`config.mk`:
```
export PLATFORM = sky130hd
export DESIGN_NAME = uart_rx_fifo
export DESIGN_NICKNAME = d
export VERILOG_FILES = /design/src/rtl/uart_rx_fifo.sv
export SDC_FILE = /design/constraint.sdc
export NUM_CORES = 1
export LEC_CHECK = 0
export BUFFER_PORTS_ARGS = -buffer_cell sky130_fd_sc_hd__buf_2
export CAP_MARGIN = 0
export CORE_ASPECT_RATIO = 0.75
export CORE_UTILIZATION = 65
export DETAILED_ROUTE_END_ITERATION = 7
export PLACE_DENSITY = 0.85
export SYNTH_ARGS = -nofsm -noshare
export SYNTH_HDL_FRONTEND = slang
export SYNTH_SLANG_ARGS = --single-unit
```
`constraint.sdc`:
```
create_clock -name clk -period 8.3 [get_ports clk]
set_input_delay 1.66 -clock clk [delete_from_list [all_inputs] [get_ports clk]]
set_output_delay 1.66 -clock clk [all_outputs]
set_load 0.02 [all_outputs]
```
`src/rtl/uart_rx_fifo.sv`:
```
// uart_rx_fifo: RX pin front end for the bootloader byte parser.
// A 2-flop synchronizer feeds a 16x-oversampled 8N1 receiver with 3-sample
// majority voting. Received bytes go into a first-word-fall-through FIFO.
// Framing and overrun errors are sticky flags, cleared by err_clr.
// Optional macro UART_RX_PARITY_EN adds an even-parity bit after the data
// bits and a sticky parity_err output.
`default_nettype none

module uart_rx_fifo #(
    parameter int CLK_FREQ   = 50000000,
    parameter int BAUD       = 115200,
    parameter int FIFO_DEPTH = 8
) (
    input  logic       clk,
    input  logic       rst,
    input  logic       RX,
    input  logic       rd_en,
    output logic [7:0] rd_data,
    output logic       empty,
    output logic       full,
    output logic       busy,
    output logic       frame_err,
    output logic       overrun,
    input  logic       err_clr
`ifdef UART_RX_PARITY_EN
    ,
    output logic       parity_err
`endif
);

    localparam int TICK_DIV = CLK_FREQ / (BAUD * 16);
    localparam int TW       = (TICK_DIV > 1) ? $clog2(TICK_DIV) : 1;
    localparam int AW       = $clog2(FIFO_DEPTH);
    localparam int CW       = AW + 1;

    typedef enum logic [2:0] {
        IDLE,
        START,
        DATA,
        PARITY,
        STOP,
        WAIT_HIGH
    } state_t;

    logic          rx_meta_reg;
    logic          rx_s_reg;
    logic [TW-1:0] tick_cnt_reg;
    logic          tick;
    state_t        state_reg;
    logic [3:0]    sample_cnt_reg;
    logic [2:0]    bit_idx_reg;
    logic          s7_reg;
    logic          s8_reg;
    logic [7:0]    shift_reg;
    logic          vote;
    logic          decide;
    logic          push_req;
    logic          push_ok;
    logic          pop;
    logic          frame_set;
    logic          overrun_set;
    logic          frame_err_reg;
    logic          overrun_reg;
    logic [7:0]    rd_data_reg;
    logic [7:0]    mem [FIFO_DEPTH];
    logic [AW-1:0] wr_ptr_reg;
    logic [AW-1:0] rd_ptr_reg;
    logic [AW-1:0] rd_ptr_next;
    logic [CW-1:0] count_reg;
    logic [CW-1:0] count_next;
`ifdef UART_RX_PARITY_EN
    logic          parity_bit_reg;
    logic          parity_ok;
    logic          parity_set;
    logic          parity_err_reg;
`endif

    // Two-flop synchronizer; idles high so reset does not look like a start bit
    always_ff @(posedge clk) begin
        if (rst) begin
            rx_meta_reg <= 1'b1;
            rx_s_reg    <= 1'b1;
        end else begin
            rx_meta_reg <= RX;
            rx_s_reg    <= rx_meta_reg;
        end
    end

    assign tick = (tick_cnt_reg == TW'(TICK_DIV - 1));

    // Oversampling tick divider, re-phased to the falling start edge
    always_ff @(posedge clk) begin
        if (rst) begin
            tick_cnt_reg <= '0;
        end else if ((state_reg == IDLE && !rx_s_reg) || tick) begin
            tick_cnt_reg <= '0;
        end else begin
            tick_cnt_reg <= tick_cnt_reg + TW'(1);
        end
    end

    // Majority of the samples taken on ticks 7 and 8 plus the live tick-9 sample
    assign vote   = (s7_reg & s8_reg) | (s7_reg & rx_s_reg) | (s8_reg & rx_s_reg);
    assign decide = (state_reg == STOP) && tick && (sample_cnt_reg == 4'd9);

`ifdef UART_RX_PARITY_EN
    assign parity_ok  = ~(^{shift_reg, parity_bit_reg});
    assign parity_set = decide && !parity_ok;
    assign push_req   = decide && vote && parity_ok;
`else
    assign push_req   = decide && vote;
`endif
    assign frame_set   = decide && !vote;
    assign pop         = rd_en && (count_reg != '0);
    assign push_ok     = push_req && (!full || rd_en);
    assign overrun_set = push_req && full && !rd_en;

    // Receive state machine: start validation, data sampling, stop check
    always_ff @(posedge clk) begin
        if (rst) begin
            state_reg      <= IDLE;
            sample_cnt_reg <= 4'd0;
            bit_idx_reg    <= 3'd0;
            s7_reg         <= 1'b1;
            s8_reg         <= 1'b1;
            shift_reg      <= 8'd0;
`ifdef UART_RX_PARITY_EN
            parity_bit_reg <= 1'b0;
`endif
        end else begin
            case (state_reg)
                IDLE: begin
                    if (!rx_s_reg) begin
                        state_reg      <= START;
                        sample_cnt_reg <= 4'd0;
                    end
                end
                START: begin
                    if (tick) begin
                        if (sample_cnt_reg == 4'd7) begin
                            sample_cnt_reg <= 4'd0;
                            bit_idx_reg    <= 3'd0;
                            state_reg      <= rx_s_reg ? IDLE : DATA;
                        end else begin
                            sample_cnt_reg <= sample_cnt_reg + 4'd1;
                        end
                    end
                end
                DATA: begin
                    if (tick) begin
                        sample_cnt_reg <= sample_cnt_reg + 4'd1;
                        if (sample_cnt_reg == 4'd7) s7_reg <= rx_s_reg;
                        if (sample_cnt_reg == 4'd8) s8_reg <= rx_s_reg;
                        if (sample_cnt_reg == 4'd9) shift_reg <= {vote, shift_reg[7:1]};
                        if (sample_cnt_reg == 4'd15) begin
                            if (bit_idx_reg == 3'd7) begin
`ifdef UART_RX_PARITY_EN
                                state_reg <= PARITY;
`else
                                state_reg <= STOP;
`endif
                            end else begin
                                bit_idx_reg <= bit_idx_reg + 3'd1;
                            end
                        end
                    end
                end
`ifdef UART_RX_PARITY_EN
                PARITY: begin
                    if (tick) begin
                        sample_cnt_reg <= sample_cnt_reg + 4'd1;
                        if (sample_cnt_reg == 4'd7) s7_reg <= rx_s_reg;
                        if (sample_cnt_reg == 4'd8) s8_reg <= rx_s_reg;
                        if (sample_cnt_reg == 4'd9) parity_bit_reg <= vote;
                        if (sample_cnt_reg == 4'd15) state_reg <= STOP;
                    end
                end
`endif
                STOP: begin
                    if (tick) begin
                        sample_cnt_reg <= sample_cnt_reg + 4'd1;
                        if (sample_cnt_reg == 4'd7) s7_reg <= rx_s_reg;
                        if (sample_cnt_reg == 4'd8) s8_reg <= rx_s_reg;
                        if (sample_cnt_reg == 4'd9) state_reg <= vote ? IDLE : WAIT_HIGH;
                    end
                end
                WAIT_HIGH: begin
                    // A held-low line (break) must go high before a new start is accepted
                    if (tick && rx_s_reg) state_reg <= IDLE;
                end
                default: state_reg <= IDLE;
            endcase
        end
    end

    // Sticky error flags; a set event wins over a simultaneous clear
    always_ff @(posedge clk) begin
        if (rst) begin
            frame_err_reg <= 1'b0;
            overrun_reg   <= 1'b0;
        end else begin
            if (frame_set)        frame_err_reg <= 1'b1;
            else if (err_clr)     frame_err_reg <= 1'b0;
            if (overrun_set)      overrun_reg   <= 1'b1;
            else if (err_clr)     overrun_reg   <= 1'b0;
        end
    end

`ifdef UART_RX_PARITY_EN
    // Sticky parity flag, same set-wins rule as the other flags
    always_ff @(posedge clk) begin
        if (rst)             parity_err_reg <= 1'b0;
        else if (parity_set) parity_err_reg <= 1'b1;
        else if (err_clr)    parity_err_reg <= 1'b0;
    end
    assign parity_err = parity_err_reg;
`endif

    // FIFO storage write port; no reset so it maps onto block RAM
    always_ff @(posedge clk) begin
        if (push_ok) mem[wr_ptr_reg] <= shift_reg;
    end

    assign rd_ptr_next = pop ? rd_ptr_reg + AW'(1) : rd_ptr_reg;

    always_comb begin
        count_next = count_reg;
        case ({push_ok, pop})
            2'b10:   count_next = count_reg + CW'(1);
            2'b01:   count_next = count_reg - CW'(1);
            default: count_next = count_reg;
        endcase
    end

    // FIFO pointers and occupancy
    always_ff @(posedge clk) begin
        if (rst) begin
            wr_ptr_reg <= '0;
            rd_ptr_reg <= '0;
            count_reg  <= '0;
        end else begin
            if (push_ok) wr_ptr_reg <= wr_ptr_reg + AW'(1);
            rd_ptr_reg <= rd_ptr_next;
            count_reg  <= count_next;
        end
    end

    // Registered head-of-FIFO; bypasses the incoming byte when it becomes the head
    always_ff @(posedge clk) begin
        if (rst) begin
            rd_data_reg <= 8'd0;
        end else if ((push_ok || pop) && count_next != '0) begin
            if (push_ok && wr_ptr_reg == rd_ptr_next) rd_data_reg <= shift_reg;
            else                                      rd_data_reg <= mem[rd_ptr_next];
        end
    end

    assign rd_data   = rd_data_reg;
    assign empty     = (count_reg == '0);
    assign full      = (count_reg == CW'(FIFO_DEPTH));
    assign busy      = (state_reg != IDLE);
    assign frame_err = frame_err_reg;
    assign overrun   = overrun_reg;

endmodule

`default_nettype wire

```
After elaboration in Yosys (flattened, before gate mapping)
Memory sizes are Yosys's and may differ from the RTL's. A register that Yosys moved wholly into a read port is not among the register bits.
Cells that the tools add are included.
{"block": "totals", "ff_bits": 39, "mem_bits_rw": 64, "inputBits": 5, "output_inout_bits": 13, "word_cells": 116, "n_memories": 1}
{"block": "classes", "add_sub_neg": 7, "n_eq_ne": 24, "muxes": 30, "n_bitwise": 5, "n_reduce_logical": 35}
{"memory": "mem", "words": 8, "word_bits": 8, "read_ports": 1, "rd_ports_with_merged_regs": 1, "wr": 1, "line_no": "65", "rtl": "logic [7:0] mem [FIFO_DEPTH];"}
{"operator": "3-bit 2-to-1 mux", "n": 16}
{"operator": "2-bit != test (second input constant)", "n": 9}
{"operator": "4-bit == test (second input constant)", "n": 4}
{"operator": "4-bit 2-to-1 mux", "n": 4}
{"operator": "3-bit case mux with 5 select lines", "n": 1}
{"operator": "4-bit case mux with 3 select lines", "n": 1}
{"operator": "1-bit logical AND", "n": 11}
{"operator": "3-bit by 1-bit adder with 3-bit output (second input constant)", "n": 3}
{"operator": "3-bit == test (second input constant)", "n": 3}
{"operator": "3-bit AND reduction", "n": 3}
{"operator": "9-bit AND reduction", "n": 1}
{"operator": "4-bit by 1-bit adder with 4-bit output (second input constant)", "n": 2}
{"operator": "4-bit case mux with 2 select lines", "n": 1}
{"operator": "4-bit nonzero test", "n": 2}
{"operator": "3-bit case mux with 2 select lines", "n": 1}
{"operator": "6-bit AND reduction", "n": 1}
{"operator": "2-bit nonzero test", "n": 3}
{"operator": "3-bit nonzero test", "n": 2}
{"operator": "5-bit by 1-bit adder with 5-bit output (second input constant)", "n": 1}
{"operator": "5-bit == test (second input constant)", "n": 1}
{"operator": "1-bit 2-to-1 mux", "n": 5}
{"operator": "4-bit by 3-bit == test with 1-bit output (second input constant)", "n": 1}
{"operator": "1-bit zero test", "n": 4}
{"operator": "4-bit zero test", "n": 1}
{"operator": "other kinds (13)", "n": 20}

Depth between registers and ports, before layout
{"block": "depth", "word_depth": 9, "depth_mapped": 16, "mapped_depth_nobuf": 15}

Worst setup path before layout
Ideal clock, no wire load.
{"block": "synth_timing", "path_kind": "input -> register", "from": "input port rd_en", "to": "register rd_data_reg[0], in the netlist rd_data[0] (read register of mem)", "setup_ns": 0.060, "t_arrival_ns": 4.060, "required_ns": 8.240, "slack_ns": 4.180, "cell_stages": 12, "n_path_buf": 2, "path_cell_list": "o41a_1 > buf_6 > clkbuf_1 > ha_1 > xor2_1 > ha_1 > a21oi_1 > mux2i_1 > xor2_1 > o2111ai_1 > a21oi_1 > a22o_1"}
{"block": "synth_via", "elab_chain_cells": 6, "word_cells_on_any_way": 10, "classes_between": "eq/ne (2); mux (2); reduce/logical (6)"}
{"element": "from (decl)", "line_no": "17", "rtl": "input logic rd_en,"}
{"element": "1-bit logical OR", "line_no": "115", "rtl": "assign push_ok = push_req && (!full || rd_en);"}
{"element": "1-bit logical AND", "line_no": "115"}
{"element": "2-bit by 1-bit == test with 1-bit output or 2-bit == test (tied branches)", "line_no": "228", "rtl": "case ({push_ok, pop})"}
{"element": "4-bit case mux with 2 select lines", "line_no": "228"}
{"element": "4-bit nonzero test", "line_no": "252", "rtl": "end else if ((push_ok || pop) && count_next != '0) begin"}
{"element": "1-bit logical AND", "line_no": "252"}
{"element": "to (decl)", "line_no": "64", "rtl": "logic [7:0] rd_data_reg;"}
Several ways; a longest one is shown, not always the timed one.
A chain may end at the register's enable or synchronous reset.

Worst setup path in the final report
{"block": "layout_timing", "from": "input port rd_en", "to": "register rd_data_reg[2], in the netlist rd_data[2] (read register of mem)"}
Same word-level chain as after synthesis.

==> flow_summary_export.csv <==
group,metric,value,unit
timing,fmax,227.7,MHz
power,p_leak,0.001948,uW
grt,grt_pass1_wl,16.67,mm
logic_synthesis,yosys.area.top_type,"edfxtp_1",
detailed_routing,ant_nets,0,
detailed_routing,via_per_inst,6.391,
clock_tree,clockBufferDepth,2,
worst_hold_path,hp-start,"rx_meta_reg$_SDFF_PP1_",
grt,grt_max_degree,35,
cells_and_area,fin_nets,448,
logic_synthesis,yosys_warnings,0,
worst_setup_path,start_kind,"input pin",
worst_setup_path,path_max_fanout,20,
clock_tree,cts_sinks,111,
detailed_routing,drt_iter0_markers,288,
cells_and_area,area_delta_synth_final,5.716,%
timing,max_slew_margin,22.25,%
clock_tree,cts_resized,0,
logic_synthesis,synth.area.mux_share,18.25,%
worst_setup_path,worstSetupPathType,"input pin to flip-flop",
worst_setup_path,crit_slowest_cell,"o41a_1",
worst_hold_path,min-delay-path-class,"flip-flop to flip-flop",
logic_synthesis,synth_top_family_by_area,"multiplexers",
logic_synthesis,synth_commonest_cells,"edfxtp_1 (64), dfxtp_1 (47), nor2_1 (40), nand2_1 (35), mux4_2 (32)",
logic_synthesis,synth-main-ff-cell,"edfxtp_1",
cells_and_area,fill_cells,518,
cells_and_area,multi_input_area,2397,sq um
worst_setup_path,worst_setup_path_end_kind,"flip-flop",
grt,antenna_found_initial,0,
cells_and_area,diodes,0,
power,powerDensity,161.3,nW/um^2
detailed_routing,drtPass1Iterations,4,
grt,grt_usage,25.99,%
clock_tree,clk_latency,0.38,ns
clock_tree,clk_pin_slew,0.10,ns
job,max_cap_viol_count,0,
placed_design,placed_area,5557,sq um
placed_design,dp_hpwl,7.098,mm
timing,rsz0062_at_grt,"no",
logic_synthesis,synth_cells,427,
logic_synthesis,yosys.area_share.adder,3.180,%
worst_setup_path,crit_chain,"buf_2 > o41a_1 > ha_1 > xor2_1 > ha_1 > a21oi_1 > mux2i_1 > xor2_1 > o2111ai_1 > a21oi_1 > a22o_1",
floorplan,die_w,107.5,um
placed_design,gp_congestion,0.7841,
cells_and_area,regArea,2863,sq um
cells_and_area,postLayoutCellArea,5739,sq um
timing,finalHoldViolCount,0,
timing,finalCriticalPeriod,4.391,ns
worst_setup_path,cpPeakStageDelay,0.66,ns
clock_tree,cts_hold_buf,0,
logic_synthesis,synth_top_cell_area_share,35.40,%
worst_setup_path,cp_data_arrival_time,4.72,ns
timing,period_share,52.91,%
logic_synthesis,async_reset_ff_share,0,%
logic_synthesis,synth.avg_cell_area,12.71,sq um
worst_setup_path,crit_path_start,"rd_en",
timing,setup_violations,0,
grt,grt_pass1_vias,3285,
logic_synthesis,yosys-top-cells-area,"edfxtp_1 (35%), dfxtp_1 (17%), mux4_2 (13%), mux2i_1 (3.3%), ha_1 (3.0%)",
logic_synthesis,synth_xor_area_share,2.858,%
clock_tree,post-cts-setup-buffers,0,
clock_tree,cts_buffers,9,
timing,tightest_slew,1.157,ns
clock_tree,cts_tree,"done",
logic_synthesis,ys_types,56,
status,status,"finished, final reports clean",
cells_and_area,drive_above_1_share,20.46,%
timing,slew_violations,0,
floorplan,num_io_pins,18,
logic_synthesis,synth.yosys.seq_area_share,52.73,%
floorplan,rows,28,
cells_and_area,final_util,71.85,%
logic_synthesis,synth_nets,445,
placed_design,numPortBuffers,17,
clock_tree,h-tree-depth,3,
floorplan,fp.dieH,81.15,um
detailed_routing,wl,10.39,mm
floorplan,initial_core_util,67.97,%
logic_synthesis,ys_ff_latch,111,
detailed_routing,vias,3451,
logic_synthesis,synthSimpleGateAreaFrac,12.38,%
logic_synthesis,synth.most_common_cell,"edfxtp_1",
placed_design,dp_cells,524,
detailed_routing,wl_per_cell,19.24,um
cells_and_area,instances_no_fill,540,
logic_synthesis,synth_edf_count,64,
floorplan,core_area,7988,sq um
floorplan,die_area,8726,sq um
cells_and_area,largest_reg_flops,64,
power,ir_drop,0.1545,mV
grt,gr-total-overflow,0,
timing,tns,0,ns
worst_setup_path,critPathRequiredTime,8.62,ns
detailed_routing,drc,0,
clock_tree,cts_root_buf,"clkbuf_8",
logic_synthesis,synth_area,5429,sq um
timing,skew,0.01259,ns
worst_setup_path,r2r-start,"state_reg[2]$_SDFFE_PP0P_",
logic_synthesis,synth_compound_area_share,7.260,%
[cell usage in the layout, fill, tap and decap left out, types with 4 or more instances in the layout]
cell	synthesis	layout
buf_4	0	5
nor2b_1	5	5
mux2i_1	18	18
xnor2_1	6	6
nand2_1	35	35
inv_1	10	10
mux2_2	8	8
xor2_1	9	8
nand2b_1	7	7
nor3_1	5	5
mux4_2	32	32
ha_1	13	13
nor3b_1	8	7
a21oi_1	21	21
dfxtp_1	47	47
a22o_1	8	8
clkinvlp_4	0	4
edfxtp_1	64	64
clkbuf_8	0	9
nand3_1	7	7
a32oi_1	7	7
buf_2	9	17
nor2_1	40	40
[critical path: cells and delay by family]
kind	cells	cell delay (ns)
XOR/XNOR	2	0.33
multiplexers	1	0.25
AO/OA/AOI/OAI	5	1.77
adder cells (fa/ha/maj)	2	0.61
buffers and inverters	1	0.08
[worst paths after layout]
check,depth (start not counted),end,slack [ns]
worst max-delay path,11,rd_data[2]$_SDFFE_PP0P_,3.91
worst max register to register,13,rd_data[2]$_SDFFE_PP0P_,4.11
worst min register to register,1,rx_s_reg$_SDFF_PP1_,0.42
worst min-delay path,1,rx_s_reg$_SDFF_PP1_,0.42
[layout make-up]
| type | instances | area share [%] |
|---|---|---|
| Multi-Input combinational cell | 275 | 41.77 |
| Timing Repair Buffer | 22 | 2.136 |
| Clock buffer | 9 | 2.158 |
| Clock inverter | 7 | 1.025 |
| Sequential cell | 111 | 49.88 |
| Tap cell | 105 | 2.289 |
| Inverter | 11 | 0.7412 |
[logic make-up (layout without fill, tap and decap cells)]
group / after synthesis / count (layout)
AO/OA/AOI/OAI: 57 / 57
buffers and inverters: 41 / 49
flip-flops: 111 / 111
XOR/XNOR: 16 / 16
AND/OR/NAND/NOR: 130 / 130
multiplexers: 58 / 58
adder cells (fa/ha/maj): 14 / 14
[power breakdown]
| part | switching (uW) | total [uW] | internal (uW) | leakage, uW |
|---|---|---|---|---|
| registers | 8.08 | 587 | 579 | 0.000973 |
| logic | 23.2 | 41.3 | 18.1 | 0.000896 |
| clock network | 186 | 297 | 112 | 0.0000796 |
[through the flow]
step / hold slack [ns] / total power [uW] / worst slack, ns
after floorplan: 0.3895 / 631.3 / 4.180
after global placement: 0.3926 / 638.2 / 3.795
after detailed placement: 0.3941 / 640.2 / 3.536
after CTS: 0.4190 / 931.9 / 3.939
after global routing: 0.4277 / 953.5 / 3.614
final: 0.4162 / 925.7 / 3.909
[routing by layer]
metal / GRT usage, % / share of wire (%) / wire length [um]
met5: 0 / 0 / 0
met3: 6.501 / 6.9 / 716
met1: 36.86 / 45 / 4656
met4: 7.534 / 1.2 / 129
met2: 40.13 / 47 / 4886
Note: power is estimated with default switching activity, not from simulation.
